===== config.mk =====
export PLATFORM = sky130hd
export DESIGN_NAME = atmega_clk_mon
export DESIGN_NICKNAME = d
export VERILOG_FILES = /design/src/rtl/atmega_clk_mon.sv
export SDC_FILE = /design/constraint.sdc
export NUM_CORES = 1
export LEC_CHECK = 0
export CORE_AREA = 2 2 99 101
export CTS_BUF_LIST = sky130_fd_sc_hd__clkbuf_8
export CTS_CLUSTER_SIZE = 28
export DETAILED_ROUTE_END_ITERATION = 16
export DIE_AREA = 0 0 101 103
export DONT_BUFFER_PORTS = 1
export PLACE_DENSITY = 0.8
export SLEW_MARGIN = 20
export SYNTH_ARGS = -nofsm -noshare
export SYNTH_HDL_FRONTEND = slang
export SYNTH_SLANG_ARGS = --single-unit

===== constraint.sdc =====
create_clock -name clk -period 8.55 [get_ports clk]
set_input_delay 1.71 -clock clk [delete_from_list [all_inputs] [get_ports clk]]
set_output_delay 1.71 -clock clk [all_outputs]
set_load 0.01 [all_outputs]

===== src/rtl/atmega_clk_mon.sv =====
// Clock monitor: counts synchronized rising edges of ck_in over a programmable
// window of clk cycles and reports the count plus a LOCK (stable frequency) flag.
module atmega_clk_mon #(
    parameter int                           BUS_ADDR_DATA_LEN = 16,
    parameter logic [BUS_ADDR_DATA_LEN-1:0] CMCSR_ADDR        = 'h3A,
    parameter logic [BUS_ADDR_DATA_LEN-1:0] CMCNTL_ADDR       = 'h3B,
    parameter logic [BUS_ADDR_DATA_LEN-1:0] CMCNTH_ADDR       = 'h3C,
    parameter int                           TOL               = 2
) (
    input  logic                         rst,
    input  logic                         clk,
    input  logic [BUS_ADDR_DATA_LEN-1:0] addr,
    input  logic                         wr,
    input  logic                         rd,
    input  logic [7:0]                   bus_in,
    output logic [7:0]                   bus_out,
    input  logic                         ck_in,
    output logic                         irq
);

    // state | meaning
    // IDLE  | no measurement, waits for EN
    // ARM   | waits for the first ck_in edge (not counted), times out after N cycles
    // COUNT | counts ck_in edges for exactly N clk cycles
    // LATCH | publishes result, updates LOCK, rearms or stops
    typedef enum logic [1:0] {IDLE, ARM, COUNT, LATCH} state_t;

    state_t      state, state_nxt;
    logic        load, latch;
    logic        en, cont, ie, done, lock, lock_nxt;
    logic [1:0]  win, win_act;
    logic [13:0] wcnt;
    logic [15:0] cnt, result, prev, diff;
    logic [7:0]  temp;
    logic        s1, s2, s3, rise;
    logic        busy, csr_wr, abort, cntl_rd;
    logic        unused_bus_bits;

    function automatic logic [13:0] win_last(input logic [1:0] w);
        case (w)
            2'd0:    win_last = 14'd255;
            2'd1:    win_last = 14'd1023;
            2'd2:    win_last = 14'd4095;
            default: win_last = 14'd16383;
        endcase
    endfunction

    assign rise            = s2 & ~s3;
    assign busy            = (state != IDLE);
    assign csr_wr          = wr && (addr == CMCSR_ADDR);
    assign abort           = csr_wr && !bus_in[0] && busy;
    assign cntl_rd         = rd && (addr == CMCNTL_ADDR);
    assign irq             = done & ie;
    assign unused_bus_bits = ^bus_in[6:5];

    always_ff @(posedge clk or posedge rst) begin
        if (rst) state <= IDLE;
        else     state <= state_nxt;
    end

    always_comb begin
        state_nxt = state;
        load      = 1'b0;
        latch     = 1'b0;
        case (state)
            IDLE: begin
                if (en) begin
                    state_nxt = ARM;
                    load      = 1'b1;
                end
            end
            ARM: begin
                if (rise)              state_nxt = COUNT;
                else if (wcnt == '0)   state_nxt = LATCH;
            end
            COUNT: begin
                if (wcnt == '0) state_nxt = LATCH;
            end
            LATCH: begin
                latch = 1'b1;
                if (cont) begin
                    state_nxt = ARM;
                    load      = 1'b1;
                end else begin
                    state_nxt = IDLE;
                end
            end
            default: state_nxt = IDLE;
        endcase
        // Firmware abort overrides whatever the window was about to do.
        if (abort) begin
            state_nxt = IDLE;
            load      = 1'b0;
            latch     = 1'b0;
        end
    end

    always_comb begin
        diff     = (cnt >= prev) ? (cnt - prev) : (prev - cnt);
        lock_nxt = (cnt != '0) && (prev != '0) && (diff <= 16'(TOL));
    end

    always_ff @(posedge clk or posedge rst) begin
        if (rst) begin
            s1      <= 1'b0;
            s2      <= 1'b0;
            s3      <= 1'b0;
            en      <= 1'b0;
            cont    <= 1'b0;
            win     <= 2'd0;
            ie      <= 1'b0;
            done    <= 1'b0;
            lock    <= 1'b0;
            win_act <= 2'd0;
            wcnt    <= '0;
            cnt     <= '0;
            result  <= '0;
            prev    <= '0;
            temp    <= '0;
        end else begin
            s1 <= ck_in;
            s2 <= s1;
            s3 <= s2;

            if (load) begin
                win_act <= win;
                wcnt    <= win_last(win);
                cnt     <= '0;
            end else if (state == ARM) begin
                if (rise)            wcnt <= win_last(win_act);
                else if (wcnt != '0) wcnt <= wcnt - 14'd1;
            end else if (state == COUNT) begin
                if (wcnt != '0) wcnt <= wcnt - 14'd1;
                if (rise)       cnt  <= cnt + 16'd1;
            end

            if (csr_wr) begin
                en   <= bus_in[0];
                cont <= bus_in[1];
                win  <= bus_in[3:2];
                ie   <= bus_in[7];
                if (bus_in[4]) done <= 1'b0;
            end

            // Hardware set of DONE and self-clear of EN take priority over a same-cycle write.
            if (latch) begin
                result <= cnt;
                done   <= 1'b1;
                lock   <= lock_nxt;
                prev   <= cnt;
                if (!cont) en <= 1'b0;
            end

            if (abort) begin
                lock <= 1'b0;
                prev <= '0;
            end

            if (cntl_rd) temp <= result[15:8];
        end
    end

    always_comb begin
        bus_out = 8'h00;
        if (!rst && rd) begin
            if (addr == CMCSR_ADDR)       bus_out = {ie, busy, lock, done, win, cont, en};
            else if (addr == CMCNTL_ADDR) bus_out = result[7:0];
            else if (addr == CMCNTH_ADDR) bus_out = temp;
        end
    end

endmodule


Word level (Yosys, flattened, before mapping)
Cells that the tools add are included.

cells by class
  $add $sub $neg = 4
  $lt $le $gt $ge = 2
  equality and inequality tests = 12
  muxes and demuxes = 38
  bitwise logic cells = 3
  reductions and logical operators = 25

operators with widths
  operator               count
  $mux 16                7
  $pmux 14 s3            2
  $mux 14                5
  $eq 16x6->1 const B    3
  $mux 8                 4
  $reduce_bool 16->1     2
  $sub 16x16->16         2
  $add 16x1->16 const B  1
  $ge 16x16->1           1
  $le 16x2->1 const B    1
  $logic_not 14->1       1
  $mux 1                 14
  $reduce_bool 14->1     1
  $sub 14x1->14 const B  1
  $reduce_bool 2->1      6
  $eq 2x2->1 const B     4
  $mux 2                 4
  $pmux 2 s4             1
  $logic_and 1x1->1      7
  $eq 2x1->1 const B     3
  $logic_not 2->1        3
  $ne 3x3->1 const B     1
  $reduce_and 3->1       1
  $reduce_bool 3->1      1
  6 further kinds        8

word-level totals
  register bits = 84
  output and inout port bits = 9
  logic and storage cells = 100

Longest topological paths before layout
  word-level depth = 7
  gate-level depth with buffers = 12

Worst setup path after synthesis
Ideal clock, no wire load.

  path kind = input to output
  start = input rst
  end = output bus_out[0]
  arrival = 4.262 ns
  data required time = 6.840 ns
  slack = 2.578 ns
  stages = 3
  cells stage by stage = inv_1 > nand2_1 > nor2_1

between the ends
  cells in the longest elaborated chain, start to end = 3

ends and longest elaborated chain
  what               line  source
  from (decl)        10    input logic rst,
  $logic_not 1->1    165   if (!rst && rd) begin
  $logic_and 1x1->1  165
  $mux 8             165
  to (decl)          16    output logic [7:0] bus_out,

Every way passes these cells.

Final worst setup path
  start = input addr[15]
  end = output bus_out[5]

between the ends
  cells in the longest elaborated chain, start to end = 5

ends and longest elaborated chain
  what         line  source
  from (decl)  12    input logic [BUS_ADDR_DATA_LEN-1:0] addr,
  $eq 16x6->1  168   else if (addr == CMCNTH_ADDR) bus_out = temp;
  $mux 8       168
  $mux 8       167   else if (addr == CMCNTL_ADDR) bus_out = result[7:0];
  $mux 8 (*)   166   if (addr == CMCSR_ADDR) bus_out = {ie, busy, lock, done, win, cont, en};
  $mux 8 (*)   165

Every way passes the cells marked *; elsewhere a longest branch is shown, timed or not.

==> flow_summary_export.csv <==
group,metric,value,unit
clock_tree,post_cts_buffers,0,
yosys,synth_nets,746,
die,io_pins,38,
routing,wl,14800,µm
sta,hold_violations,0,
global_routing,gr-usage-all-layers,29.2,%
die,design.die.area,10400,µm²
worst_setup_path,crit_fanout,8,
routing,drc,0,
clock_tree,root_buffer,"clkbuf_8",
clock_tree,clockBufferDepth,2,
sta,setup_violations,0,
yosys,synth-seq-cells,84,
yosys,synth_cell_types,75,
routing,wl_met2,7100,µm
global_routing,grt_max_degree,67,
clock_tree,cts_hold_buf,0,
global_routing,grt_pass1_wl,23800,µm
yosys,syn_area,5930,µm²
die,coreArea,9460,µm²
worst_hold_path,worstHoldPathCells,0,
die,die_w,101,µm
yosys,ys_seq_area_share,35.4,%
cells_and_area,nNetsFinal,736,
sta,clock_skew,5.13,ps
yosys,synth_edf_count,0,
sta,rsz0062_at_grt,"false",
worst_setup_path,cp_slowest_cell,"nor4b_2",
sta,slew_viol_final,0,
clock_tree,htree_levels,3,
yosys,synth_ff_type,"dfrtp_1",
placed_design,port_buffers,0,
sta,hold-worst-slack,369,ps
clock_tree,cts_tree,"built",
routing,wl_met3,854,µm
sta,relSlewSlack,33.0,%
flow_run,maxCapViolCount,0,
die,die_y,103,µm
sta,post-route-period-util,59.6,%
sta,tns,0,ps
power,leakagePower,2.80,nW
worst_setup_path,reg2reg_slack,5140,ps
yosys,yosys_warnings,0,
routing,wl_per_cell,18.9,µm
clock_tree,clk_pin_slew,80,ps
placed_design,place.gp.congestion,0.910,
yosys,syn_area_per_cell,8.79,µm²
sta,fin_crit,5100,ps
worst_hold_path,hp-class,"flop to flop",
clock_tree,clk_latency,360,ps
worst_setup_path,slowest_delay,700,ps
global_routing,grt-ovfl-total,0,
worst_setup_path,start_kind,"input port",
worst_setup_path,arrival,3390,ps
cells_and_area,final_common_cell,"dfrtp_1",
cells_and_area,drive_above_1_share,7.76,%
clock_tree,cts_sinks,84,
worst_setup_path,worstSetupPathType,"input port to output pin",
routing,via_per_inst,6.52,
sta,clock.fmax,0.196,GHz
yosys,synth-async-reset-ratio,100,%
cells_and_area,syn2layout_area_growth,5.00,%
yosys,syn_inst,675,
sta,tightest_slew,1000,ps
clock_tree,postCtsResizedCells,0,
power,power_density,302,nW/µm²
routing,drt-initial-drc-count,461,
placed_design,dpl.hpwl,11100,µm
die,initial_core_util,62.7,%
routing,highest-signal-layer,"met4",
worst_setup_path,r2r_cells,11,
worst_setup_path,path_cells,"nor4_2 > nand4_2 > nor4b_2 > a222oi_1 > nor2_1",
power,ir_drop,184,µV
routing,drtAntennaViolNets,0,
global_routing,antenna_found_initial,0,
routing,drtPass1Iterations,5,
status,status,"finished clean",
die,num_rows,36,
cells_and_area,layout_common_cells,"84 x dfrtp_1, 78 x nor2_1, 66 x nand2_1",
worst_setup_path,cp_data_required_time,6840,ps
routing,wl_met1,6410,µm
routing,vias,5115,
global_routing,grt_pass1_vias,4912,
clock_tree,cts_made_buffers,9,
cells_and_area,diodes,0,
worst_setup_path,cp-end-kind,"output pin",
-- state kept, by name (all words and copies together), names as in the netlist --
register  count
lock          1
ie            1
win           2
s1            1
s3            1
result       16
win_act       2
cont          1
state         2
prev         16
wcnt         14
en            1
s2            1
temp          8
cnt          16
done          1
-- where the power goes --
group          switching (mW)  internal (mW)  total (mW)
combinational           0.580          0.422        1.00
sequential             0.0701          0.452       0.522
clock                   0.145          0.211       0.356
-- critical path, delay by kind of cell --
family             cells  cell delay, ps
and+or+nand+nor        4            1510
AOI/OAI and AO/OA      1             160
-- path summary, 6_finish.rpt --
path / startpoint / end
max: addr[15] / bus_out[5]
min: s1$_DFF_PP0_ / s2$_DFF_PP0_
max reg2reg: cnt[7]$_DFFE_PP0P_ / lock$_DFFE_PP0P_
min reg2reg: s1$_DFF_PP0_ / s2$_DFF_PP0_
max in group asynchronous: rst / cnt[12]$_DFFE_PP0P_
min in group asynchronous: rst / prev[3]$_DFFE_PP0P_
-- synthesized netlist by cell type, types with 7 or more instances --
| cell type | count | area, µm² |
|---|---|---|
| dfrtp_1 | 84 | 2100 |
| nor2_1 | 78 | 293 |
| nand2_1 | 66 | 248 |
| inv_1 | 50 | 188 |
| a21oi_1 | 44 | 220 |
| ha_1 | 40 | 500 |
| xnor2_1 | 25 | 219 |
| o21ai_0 | 24 | 120 |
| o21ai_1 | 21 | 105 |
| mux2i_1 | 20 | 200 |
| nand4_1 | 15 | 93.8 |
| nor3_1 | 13 | 65.1 |
| mux2_2 | 12 | 135 |
| clkbuf_1 | 11 | 41.3 |
| a21o_1 | 10 | 75.1 |
| nor4_1 | 10 | 62.6 |
| nand3_1 | 9 | 45.0 |
| xor2_1 | 9 | 78.8 |
| a222oi_1 | 8 | 80.1 |
| a31oi_1 | 8 | 50.1 |
| buf_2 | 7 | 35.0 |
| nand2b_1 | 7 | 43.8 |
| nor2b_1 | 7 | 43.8 |
-- per-stage QoR --
stage / utilization [%] / setup WS (ps) / instances / total power, mW / cell area, µm²
after floorplan: - / 2580 / 675 / 1.31 / 5930
after global placement: 63.1 / 3530 / 768 / 1.46 / 5970
after detailed placement: 63.1 / 3470 / 768 / 1.50 / 5970
after CTS: 65.9 / 3470 / 784 / 1.86 / 6230
after global routing: 65.9 / 3360 / 784 / 2.00 / 6230
final: 65.9 / 3450 / 784 / 1.88 / 6230
-- cell families after synthesis --
| group | count (synthesis) | share of synthesized area (%) |
|---|---|---|
| AND/OR/NAND/NOR | 243 | 21.0 |
| AO/OA/AOI/OAI | 165 | 18.3 |
| flip-flops | 84 | 35.4 |
| buffers and inverters | 74 | 5.27 |
| adder cells (fa/ha/maj) | 42 | 9.11 |
| XOR/XNOR | 34 | 5.02 |
| multiplexers | 33 | 5.84 |
-- area by class of cell --
cell class,count,area (µm²)
inverters,51,193
repair buffers,2,15.0
clock buffers,11,151
fillers,773,3230
multi-input cells,517,3520
clock inverters,5,108
flip-flops and latches,84,2100
well taps,114,143
-- layer usage --
metal / vias up / GRT usage [%]
li1: 2389 / -
met1: 2505 / 37.9
met2: 185 / 48.8
met3: 36 / 4.95
met4: 0 / 12.3
met5: - / 0
Note: power is estimated with default switching activity, not from simulation.
